**config.mk**
```make
export PLATFORM = sky130hd
export DESIGN_NAME = pwm_multi_channel_flat
export DESIGN_NICKNAME = d
export VERILOG_FILES = /design/src/rtl/pwm_multi_channel_pkg.sv /design/src/rtl/pwm_multi_channel_if.sv /design/src/rtl/pwm_multi_channel_channel.sv /design/src/rtl/pwm_multi_channel.sv /design/src/flat_wrapper.sv
export SDC_FILE = /design/constraint.sdc
export NUM_CORES = 1
export LEC_CHECK = 0
export ABC_AREA = 1
export BUFFER_PORTS_ARGS = -buffer_cell sky130_fd_sc_hd__buf_2
export CAP_MARGIN = 20
export CORE_MARGIN = 3
export CORE_UTILIZATION = 54
export DETAILED_ROUTE_END_ITERATION = 12
export MAX_ROUTING_LAYER = met4
export PLACE_DENSITY = 0.72
export SETUP_SLACK_MARGIN = 0.4
export SYNTH_ARGS = -nofsm -noshare
export SYNTH_HDL_FRONTEND = slang
export SYNTH_SLANG_ARGS = --single-unit
```
**constraint.sdc**
```tcl
create_clock -name clock -period 3.7 [get_ports clock]
set_clock_uncertainty 0.1 [all_clocks]
set_input_delay 0.74 -clock clock [delete_from_list [all_inputs] [get_ports clock]]
set_output_delay 0.74 -clock clock [all_outputs]
set_load 0.03 [all_outputs]
```
**src/rtl/pwm_multi_channel_pkg.sv**
```systemverilog
// Shared sizing helpers for the multi-channel PWM block.
package pwm_pkg;

  // Last counter value of a period; the period is 2**w-1 ticks long.
  function automatic int unsigned cnt_max(input int unsigned w);
    return (32'd1 << w) - 32'd2;
  endfunction

  // Duty value that keeps an output permanently high.
  function automatic int unsigned duty_full(input int unsigned w);
    return (32'd1 << w) - 32'd1;
  endfunction

  // Width of the channel select field; never zero, even for one channel.
  function automatic int unsigned chan_w(input int unsigned n);
    return (n > 1) ? $clog2(n) : 1;
  endfunction

endpackage

```
**src/rtl/pwm_multi_channel_if.sv**
```systemverilog
// Control and output bundle of pwm_multi_channel; master drives config/writes, slave is the PWM.
interface pwm_multi_channel_if #(
  parameter int CHANNELS = 4,
  parameter int CNT_W    = 8,
  parameter int PRESC_W  = 4
) ();
  import pwm_pkg::*;

  logic                          enable;
  logic [PRESC_W-1:0]            prescale;
  logic                          wr_en;
  logic [chan_w(CHANNELS)-1:0]   wr_chan;
  logic [CNT_W-1:0]              wr_duty;
  logic [CHANNELS-1:0]           pwm_out;
  logic                          period_strb;

  modport master (
    output enable, prescale, wr_en, wr_chan, wr_duty,
    input  pwm_out, period_strb
  );

  modport slave (
    input  enable, prescale, wr_en, wr_chan, wr_duty,
    output pwm_out, period_strb
  );
endinterface

```
**src/rtl/pwm_multi_channel_channel.sv**
```systemverilog
// One PWM channel: shadow/active duty and registered compare output (1 clock latency).
// PWM_RAMP_EN: active steps by one toward the shadow per period instead of jumping.
module pwm_channel #(
  parameter int CNT_W = 8
) (
  input  logic             clock,
  input  logic             reset,
  input  logic             enable_i,
  input  logic             boundary_i,
  input  logic [CNT_W-1:0] cnt_i,
  input  logic             wr_hit_i,
  input  logic [CNT_W-1:0] wr_duty_i,
  output logic             pwm_o
);
  typedef logic [CNT_W-1:0] duty_t;

  duty_t shadow_q, shadow_d;
  duty_t active_q, active_d;
  logic  pwm_q, pwm_d;

  // shadow_d already carries a coincident write, which gives the boundary bypass for free.
  always_comb begin
    shadow_d = wr_hit_i ? wr_duty_i : shadow_q;
    active_d = active_q;
`ifdef PWM_RAMP_EN
    if (!enable_i) begin
      active_d = '0;
    end else if (boundary_i) begin
      if (active_q < shadow_d)      active_d = active_q + 1'b1;
      else if (active_q > shadow_d) active_d = active_q - 1'b1;
    end
`else
    if (!enable_i || boundary_i) begin
      active_d = shadow_d;
    end
`endif
    pwm_d = enable_i && (cnt_i < active_q);
  end

  always_ff @(posedge clock or posedge reset) begin
    if (reset) begin
      shadow_q <= '0;
      active_q <= '0;
      pwm_q    <= 1'b0;
    end else begin
      shadow_q <= shadow_d;
      active_q <= active_d;
      pwm_q    <= pwm_d;
    end
  end

  assign pwm_o = pwm_q;
endmodule

```
**src/rtl/pwm_multi_channel.sv**
```systemverilog
// N-channel PWM: shared prescaler and period counter, per-channel duty applied at period boundaries.
// Outputs registered (1 clock); no backpressure, writes always accepted. Optional PWM_RAMP_EN soft-start.
module pwm_multi_channel
  import pwm_pkg::*;
#(
  parameter int CHANNELS = 4,
  parameter int CNT_W    = 8,
  parameter int PRESC_W  = 4
) (
  input  logic                 clock,
  input  logic                 reset,
  pwm_multi_channel_if.slave   bus
);
  typedef logic [CNT_W-1:0] duty_t;
  localparam duty_t MAX = duty_t'(cnt_max(CNT_W));

  logic [PRESC_W-1:0]  presc_cnt_q, presc_cnt_d;
  logic [PRESC_W-1:0]  presc_lat_q, presc_lat_d;
  duty_t               cnt_q, cnt_d;
  logic                strb_q, strb_d;
  logic                tick, boundary;
  logic [CHANNELS-1:0] wr_hit;
  logic [CHANNELS-1:0] pwm_vec;

  always_comb begin
    tick        = bus.enable && (presc_cnt_q == presc_lat_q);
    boundary    = tick && (cnt_q == MAX);
    presc_cnt_d = presc_cnt_q;
    presc_lat_d = presc_lat_q;
    cnt_d       = cnt_q;
    strb_d      = 1'b0;
    if (!bus.enable) begin
      presc_cnt_d = '0;
      presc_lat_d = bus.prescale;
      cnt_d       = '0;
    end else begin
      presc_cnt_d = tick ? '0 : presc_cnt_q + 1'b1;
      if (boundary) presc_lat_d = bus.prescale;
      if (tick)     cnt_d = (cnt_q == MAX) ? '0 : cnt_q + 1'b1;
      strb_d      = boundary;
    end
  end

  // Codes at or above CHANNELS match no channel and are dropped.
  always_comb begin
    for (int i = 0; i < CHANNELS; i++) begin
      wr_hit[i] = bus.wr_en && (int'(bus.wr_chan) == i);
    end
  end

  always_ff @(posedge clock or posedge reset) begin
    if (reset) begin
      presc_cnt_q <= '0;
      presc_lat_q <= '0;
      cnt_q       <= '0;
      strb_q      <= 1'b0;
    end else begin
      presc_cnt_q <= presc_cnt_d;
      presc_lat_q <= presc_lat_d;
      cnt_q       <= cnt_d;
      strb_q      <= strb_d;
    end
  end

  for (genvar i = 0; i < CHANNELS; i++) begin : g_ch
    pwm_channel #(.CNT_W(CNT_W)) u_ch (
      .clock      (clock),
      .reset      (reset),
      .enable_i   (bus.enable),
      .boundary_i (boundary),
      .cnt_i      (cnt_q),
      .wr_hit_i   (wr_hit[i]),
      .wr_duty_i  (bus.wr_duty),
      .pwm_o      (pwm_vec[i])
    );
  end

  assign bus.pwm_out     = pwm_vec;
  assign bus.period_strb = strb_q;
endmodule

```
**src/flat_wrapper.sv**
```systemverilog
// flat-port wrapper written by rule: the top's interface ports become plain ports
module pwm_multi_channel_flat import pwm_pkg::*;
#(
  parameter int CHANNELS = 4,
  parameter int CNT_W    = 8,
  parameter int PRESC_W  = 4
)
  (clock, reset, bus_enable, bus_prescale, bus_wr_en, bus_wr_chan, bus_wr_duty, bus_pwm_out, bus_period_strb);
  pwm_multi_channel_if #(.CHANNELS(CHANNELS), .CNT_W(CNT_W), .PRESC_W(PRESC_W)) bus_i ();
  input  logic clock;
  input  logic reset;
  input wire logic [$bits(bus_i.enable)-1:0] bus_enable;
  input wire logic [$bits(bus_i.prescale)-1:0] bus_prescale;
  input wire logic [$bits(bus_i.wr_en)-1:0] bus_wr_en;
  input wire logic [$bits(bus_i.wr_chan)-1:0] bus_wr_chan;
  input wire logic [$bits(bus_i.wr_duty)-1:0] bus_wr_duty;
  output wire logic [$bits(bus_i.pwm_out)-1:0] bus_pwm_out;
  output wire logic [$bits(bus_i.period_strb)-1:0] bus_period_strb;
  assign bus_i.enable = bus_enable;
  assign bus_i.prescale = bus_prescale;
  assign bus_i.wr_en = bus_wr_en;
  assign bus_i.wr_chan = bus_wr_chan;
  assign bus_i.wr_duty = bus_wr_duty;
  assign bus_pwm_out = bus_i.pwm_out;
  assign bus_period_strb = bus_i.period_strb;
  pwm_multi_channel #(.CHANNELS(CHANNELS), .CNT_W(CNT_W), .PRESC_W(PRESC_W)) u_core (.clock(clock), .reset(reset), .bus(bus_i));
endmodule
```
# Word level (Yosys, flattened, before mapping)
# Cells that the tools add are included.
# word_totals
ff_bits	85
inputBits	18
out_inout_bits	5
elab_cells	54
# classes
addsub	2
magnitude_cmp	4
n_eq_ne	7
mux	12
reduce_logical	13
# op_table
operator	n
$mux W8	7
$lt A8 B8 Y1	4
$mux W4	4
$logic_and A1 B1 Y1	10
$add A8 B1 Y8 const B	1
$eq A8 B8 Y1 const B	1
$add A4 B1 Y4 const B	1
$eq A2 B2 Y1 const B	2
$eq A4 B4 Y1	1
$ne A2 B1 Y1 const B	2
$eq A2 B1 Y1 const B	1
$logic_not A2 Y1	1
$logic_not A1 Y1	1
$logic_or A1 B1 Y1	1
$mux W1	1

# Logic depth before layout (Yosys ltp)
# Gate-level depths: netlist of run 1.
# logic_depth
word_depth	5
mapped_depth	9
depth_no_buf	9

# Modules after synthesis
# A second synthesis of run 1 with hierarchy kept.
# hier_totals
hier_cells	524
hier_area_um2	4571.9
# by_module_without_submodules
module	instances	cells_per_inst	area_each_um2	seq_area_each_um2
pwm_channel	4	98	887.1	425.4
pwm_multi_channel	1	132	1023.5	425.4

# Worst setup path before layout of run 1
# No wires, ideal clock.
# synth_timing
kind	reg-to-reg
start	reg u_core.cnt_q[0]
end	reg u_core.g_ch[2].u_ch.active_q[2]
setup_time_ns	0.118
arrival_time_ns	1.449
required_time_ns	3.482
slack_ns	2.033
stages_incl_launch_ff	9
path_buffers	1
synth_period_minus_slack_ns	1.667
path_cell_list	dfrtp_1 -> inv_1 -> ha_1 -> nand3_2 -> nor2_8 -> nand4_2 -> buf_2 -> nand3_1 -> nand2_1
# synth_between
elab_chain_len	3
# synth_lines
element	line	source
start, declared	pwm_multi_channel.sv:19	duty_t cnt_q, cnt_d;
start signal, assigned	pwm_multi_channel.sv:60	cnt_q <= cnt_d;
$eq A8 B8 Y1	pwm_multi_channel.sv:27	boundary = tick && (cnt_q == MAX);
$logic_and A1 B1 Y1	pwm_multi_channel.sv:27	
$logic_or A1 B1 Y1	pwm_multi_channel_channel.sv:33	if (!enable_i || boundary_i) begin
end signal, assigned	pwm_multi_channel_channel.sv:47	active_q <= active_d;
end, declared	pwm_multi_channel_channel.sv:18	duty_t active_q, active_d;
# Every way passes these cells.
# A chain may end at the register's enable or synchronous reset.

# Worst setup path in the final report of run 1
# layout_timing
start	reg u_core.cnt_q[0]
end	reg u_core.g_ch[1].u_ch.active_q[6]
# layout_between
elab_chain_len	3
# layout_lines
element	line
$eq A8 B8 Y1	pwm_multi_channel.sv:27
$logic_and A1 B1 Y1	pwm_multi_channel.sv:27
$logic_or A1 B1 Y1	pwm_multi_channel_channel.sv:33
end signal, assigned	pwm_multi_channel_channel.sv:47
end, declared	pwm_multi_channel_channel.sv:18
# Every way passes these cells.

==> results of run 1 <==
critical path: stages, from the launching register on:
cell	delay, ns
dfrtp_1	0.40
inv_1	0.17
ha_1	0.19
nand3_2	0.11
nor2_8	0.16
inv_4	0.07
o21ai_4	0.71
nand2_1	0.14
nand2_1	0.11
routing by layer:
layer,share of wire,vias to the layer above,track usage
met4,0.023,0,0.106
met1,0.49,1489,0.313
met3,0.037,18,0.0287
li1,-,1600,-
met5,0,-,-
met2,0.45,59,0.330
cell type report:
| cell class | count | area, µm² | share of cell area |
|---|---|---|---|
| Sequential cell | 85 | 2130 | 0.459 |
| Multi-Input combinational cell | 333 | 1780 | 0.384 |
| Inverter | 57 | 218 | 0.0470 |
| Clock buffer | 11 | 141 | 0.0305 |
| Timing Repair Buffer | 25 | 133 | 0.0286 |
| Tap cell | 99 | 124 | 0.0268 |
| Clock inverter | 5 | 108 | 0.0232 |
how the worst max path moves through the flow:
stage | startpoint | end | depth (start not counted)
floorplan | reset | u_core.bus.period_strb$_DFF_PP0_ | 1
global placement | bus_enable | u_core.cnt_q[0]$_DFFE_PP0P_ | 5
detailed placement | bus_enable | u_core.cnt_q[3]$_DFFE_PP0P_ | 5
CTS | u_core.cnt_q[0]$_DFFE_PP0P_ | u_core.g_ch[2].u_ch.active_q[4]$_DFFE_PP0P_ | 8
global route | u_core.cnt_q[0]$_DFFE_PP0P_ | u_core.g_ch[1].u_ch.active_q[6]$_DFFE_PP0P_ | 8
finish | u_core.cnt_q[0]$_DFFE_PP0P_ | u_core.g_ch[1].u_ch.active_q[6]$_DFFE_PP0P_ | 8
power by group through the flow:
stage	combinational [mW]	sequential (mW)	clock, mW
6_report	0.360	1.11	0.806
5_1_grt	0.418	1.13	0.853
4_1_cts	0.362	1.11	0.819
3_5_place_dp	0.355	1.13	0
3_3_place_gp	0.344	1.13	0
2_1_floorplan	0.275	1.11	0
flip-flops by register name, summed over array words and instances, names as in the netlist:
signal and flops:
u_core.g_ch.u_ch.pwm_o 4, u_core.g_ch.u_ch.active_q 32, u_core.g_ch.u_ch.shadow_q 32, u_core.presc_lat_q 4, u_core.presc_cnt_q 4, u_core.cnt_q 8, u_core.bus.period_strb 1
kinds of logic after synthesis:
family          Yosys count  synth area share
flops                    85             0.503
compound gates           60            0.0807
buf+inv                  75            0.0769
xor+xnor                  6            0.0124
simple gates            236             0.236
fa+ha+maj                31            0.0917
Yosys cell counts, types with 4 or more instances:
cell type	instances	area share
inv_2	5	0.0044
nor2_1	18	0.016
a21oi_1	12	0.014
dfrtp_1	85	0.50
clkbuf_1	7	0.0062
inv_1	51	0.045
nand3_1	49	0.058
a21boi_0	4	0.0071
o21bai_1	4	0.0071
o21ai_0	32	0.038
buf_4	4	0.0071
ha_1	31	0.092
xor2_1	5	0.010
nand2_1	161	0.14
o21a_1	4	0.0071
==> results.ini, run 1 <==
[die]
chipHeight_um=94.5
core_um2=7410
ios=23
rows=31
start_util=0.571
dieArea_um2=8930
die_w_um=94.5

[pwr]
p_leak_nw=2.57
power.density_nw_per_um2=492
p_int_mw=1.65
power_mw=2.28
combPwrFrac=0.158
vdd_drop_max_mv=0.266
switchingPower_mw=0.630
pwr-share-clk=0.354
power.share.switching=0.277
p_seq_frac=0.488

[timing]
setup_viol=0
min_period_over_period=0.608
maxSlewViolCount=0
finalSetupTns_ns=0
relSlewSlack=0.401
hold_viol=0
fin_crit_ns=2.25
max_freq_mhz=445
worst_pin_slew_ns=0.895
fin_hold_ws_ns=0.258
rsz0062_at_grt=false
setup_ws_ns=1.45

[setup_path]
crit_required_ns=3.90
worstReg2RegStart=u_core.cnt_q[0]$_DFFE_PP0P_
setup.worst_path.end_class=flop
cp.arrival_ns=2.44
rr_worst_depth=8
critPathMaxFanout=36
critPathLaunchType=flop
r2r_end=u_core.g_ch[1].u_ch.active_q[6]$_DFFE_PP0P_
worstSetupPathType=flop to flop
r2r_slack_ns=1.45

[drt]
drtAntennaViolNets=0
num_vias=3166
drtIter0Drc=142
wl_um=8840
firstDrtPassIters=4
vias_per_cell=5.15
drc=0
wl_per_cell_um=14.4

[final_layout]
layout_common_cells=161 x nand2_1, 85 x dfrtp_1, 50 x inv_1
nNetsFinal=560
finalNonFillerCells=615
syn_to_final_growth_pct=9.40
drive_gt1_frac=0.103
final_common_cell=nand2_1
fin_util=0.625
finalInstanceArea_um2=4630
antenna_cells=0
filler_cell_count=629

[cts]
cts.sinks=85
max-clock-path-buffers=2
cts_made_buffers=9
htree_levels=3
ctsRootBufferMaster=clkbuf_8
clk_pin_slew_ns=0.09
clk_latency_ns=0.36
cts_resized=0
cts_tree=yes
cts_hold_buf=0
postCtsSetupBuffers=0

[placed_design]
preCtsSetupSlack_ns=1.38
dp_hpwl_um=6190
postPlaceCellArea_um2=4380
gp_congestion=0.863
placedCellCount=599
io_buffers=22

[synth]
yosys_warnings=0
synthArstFlopShare=1.00
synthCells=493
ys_ff_latch=85
avgSynthCellArea_um2=8.58
syn-num-nets=542
synth.distinct_cells=29
synth_edf_count=0
syn_area_um2=4230
synth_ff_type=dfrtp_1
yosysSeqAreaShare=0.503

[flow_run]
cap_violations=0

[global_routing]
grt_max_degree=41
antenna_found_initial=0
grt_pass1_vias=3232
grt-ovfl-total=0
grt_use_total=0.225
grt_pass1_wl_um=15200

[worst_hold_path]
hold_path_class=primary input to async pin

[status]
status=finished, final reports clean

No activity file was read; power rests on OpenSTA's default activity.
==> run 2: changes to the inputs <==
==> constraint.sdc (replaced) <==
create_clock -name clock -period 2.3 [get_ports clock]
set_clock_uncertainty 0.1 [all_clocks]
set_input_delay 0.46 -clock clock [delete_from_list [all_inputs] [get_ports clock]]
set_output_delay 0.46 -clock clock [all_outputs]
set_load 0.03 [all_outputs]
==> run 2 against run 1 <==
  * Design area is essentially flat
  * First-iteration DRC count grew 70%
  * Cell count increased by 0.16%
  * Global-route usage decreased by 0.36 points
  * Hold slack got worse by 0.18 ns
  * Via count is 1.2% higher
  * Clock power is 43% higher
  * Flip-flop and latch count unchanged
  * Clock-buffer cell count is 1 lower
  * Worst setup slack got worse by 0.96 ns
==> results.ini, run 2 (synthesized netlist as in run 1, its figures left out) <==
[setup_path]
crit_slowest_cell=dfrtp_1
critPathLaunchType=flop
critPathMaxStageDelay_ns=0.42
critical-path-top-delay-family=simple AND/OR/NAND/NOR gates
crit_required_ns=2.50
worstReg2RegStart=u_core.cnt_q[0]$_DFFE_PP0P_
crit_buf_inv=3
worstSetupPathType=flop to flop
setup.worst_path.end_class=flop
cp.arrival_ns=2.01
cp_cell_sequence=inv_2, ha_1, nand3_2, nor2_8, inv_4, o21ai_4, buf_12, nand2_1, nand2_1
cpMostUsedCell=nand2_1
crit_path_start=u_core.cnt_q[0]$_DFFE_PP0P_
critPathMaxFanout=36

[placed_design]
preCtsSetupSlack_ns=0.444
dp_hpwl_um=5990
gp_congestion=0.883
placedCellCount=600
io_buffers=22

[global_routing]
grt_max_degree=86
grt_pass1_vias=3034
grt_use_total=0.221
grt-ovfl-total=0
antenna_found_initial=0
grt_pass1_wl_um=14800

[drt]
num_vias=3205
wl_per_cell_um=14.2
drc=0
drtAntennaViolNets=0
vias_per_cell=5.20
firstDrtPassIters=4
drtIter0Drc=242
wl_um=8730

[cts]
cts.sinks=85
htree_levels=3
postCtsSetupBuffers=0
max-clock-path-buffers=2
clk_pin_slew_ns=0.09
cts_hold_buf=0
ctsRootBufferMaster=clkbuf_8
cts_tree=yes
cts_resized=0
clk_latency_ns=0.36
cts_made_buffers=9

[die]
core_um2=7410
start_util=0.571
ios=23
rows=31
die_w_um=94.5
dieArea_um2=8930
chipHeight_um=94.5

[timing]
fin_crit_ns=1.81
finalSetupTns_ns=0
maxSlewViolCount=0
rsz0062_at_grt=false
setup_viol=0
hold_viol=0
fin_hold_ws_ns=0.0829
setup_ws_ns=0.492
min_period_over_period=0.786
worst_pin_slew_ns=0.520
max_freq_mhz=553
relSlewSlack=0.652

[final_layout]
layout_common_cells=161 x nand2_1, 84 x dfrtp_1, 49 x inv_1, 49 x nand3_1, 32 x o21ai_0
drive_gt1_frac=0.110
antenna_cells=0
syn_to_final_growth_pct=9.49
final_common_cell=nand2_1
filler_cell_count=631
top_regs=u_core.g_ch.u_ch.active_q x32, u_core.g_ch.u_ch.shadow_q x32, u_core.cnt_q x8
finalNonFillerCells=616
nNetsFinal=561
ff_latch_area_um2=2130
multiInputGateArea_um2=1780

[pwr]
power.density_nw_per_um2=759
vdd_drop_max_mv=0.450
power_mw=3.52
p_leak_nw=2.56

[status]
status=finished, final reports clean

[worst_hold_path]
hold_path_class=primary input to async pin

[flow_run]
cap_violations=0

-- run 2: cell type report --
cell class              instances  area share
multi-input cells             333       0.384
repair buffers                 26      0.0356
flip-flops and latches         85       0.459
clock inverters                 6      0.0170
well taps                      99      0.0267
inverters                      57      0.0475
clock buffers                  10      0.0297
-- run 2: worst paths after layout --
kind                                                                to  slack (ns)  depth (start not counted)
setup reg to reg           u_core.g_ch[0].u_ch.active_q[7]$_DFFE_PP0P_        0.49                          9
hold reg to reg            u_core.g_ch[3].u_ch.active_q[0]$_DFFE_PP0P_        0.40                          2
min in group clock                   u_core.presc_lat_q[3]$_DFFE_PP0P_        0.19                          3
setup / recovery           u_core.g_ch[0].u_ch.active_q[7]$_DFFE_PP0P_        0.49                          9
hold / removal                     u_core.g_ch[3].u_ch.pwm_o$_DFF_PP0_        0.08                          3
max in group asynchronous    u_core.g_ch[3].u_ch.shadow_q[0]$_DFF_PP0_        1.65                          3
-- run 2: worst min-delay path, delay by kind of cell --
family / cells / cell delay, ns
buf+inv: 3 / 0.51
-- run 2: per-layer routing --
metal  GRT usage  part of all wire  wire (µm)
met1       0.300              0.48       4210
met2       0.342              0.46       4020
met3      0.0430             0.047        413
met4      0.0637            0.0097         85
met5           -                 0          0
-- run 2: through the flow --
step	util	area [µm²]
after floorplan	-	4240
after global placement	0.596	4420
after detailed placement	0.596	4420
after CTS	0.625	4630
after global routing	0.625	4630
final	0.625	4630
-- run 2: power breakdown --
part	switching [mW]	internal (mW)	leakage, nW	total, mW
Clock	0.592	0.555	0.111	1.15
Combinational	0.372	0.206	1.37	0.579
Sequential	0.0970	1.70	1.08	1.79
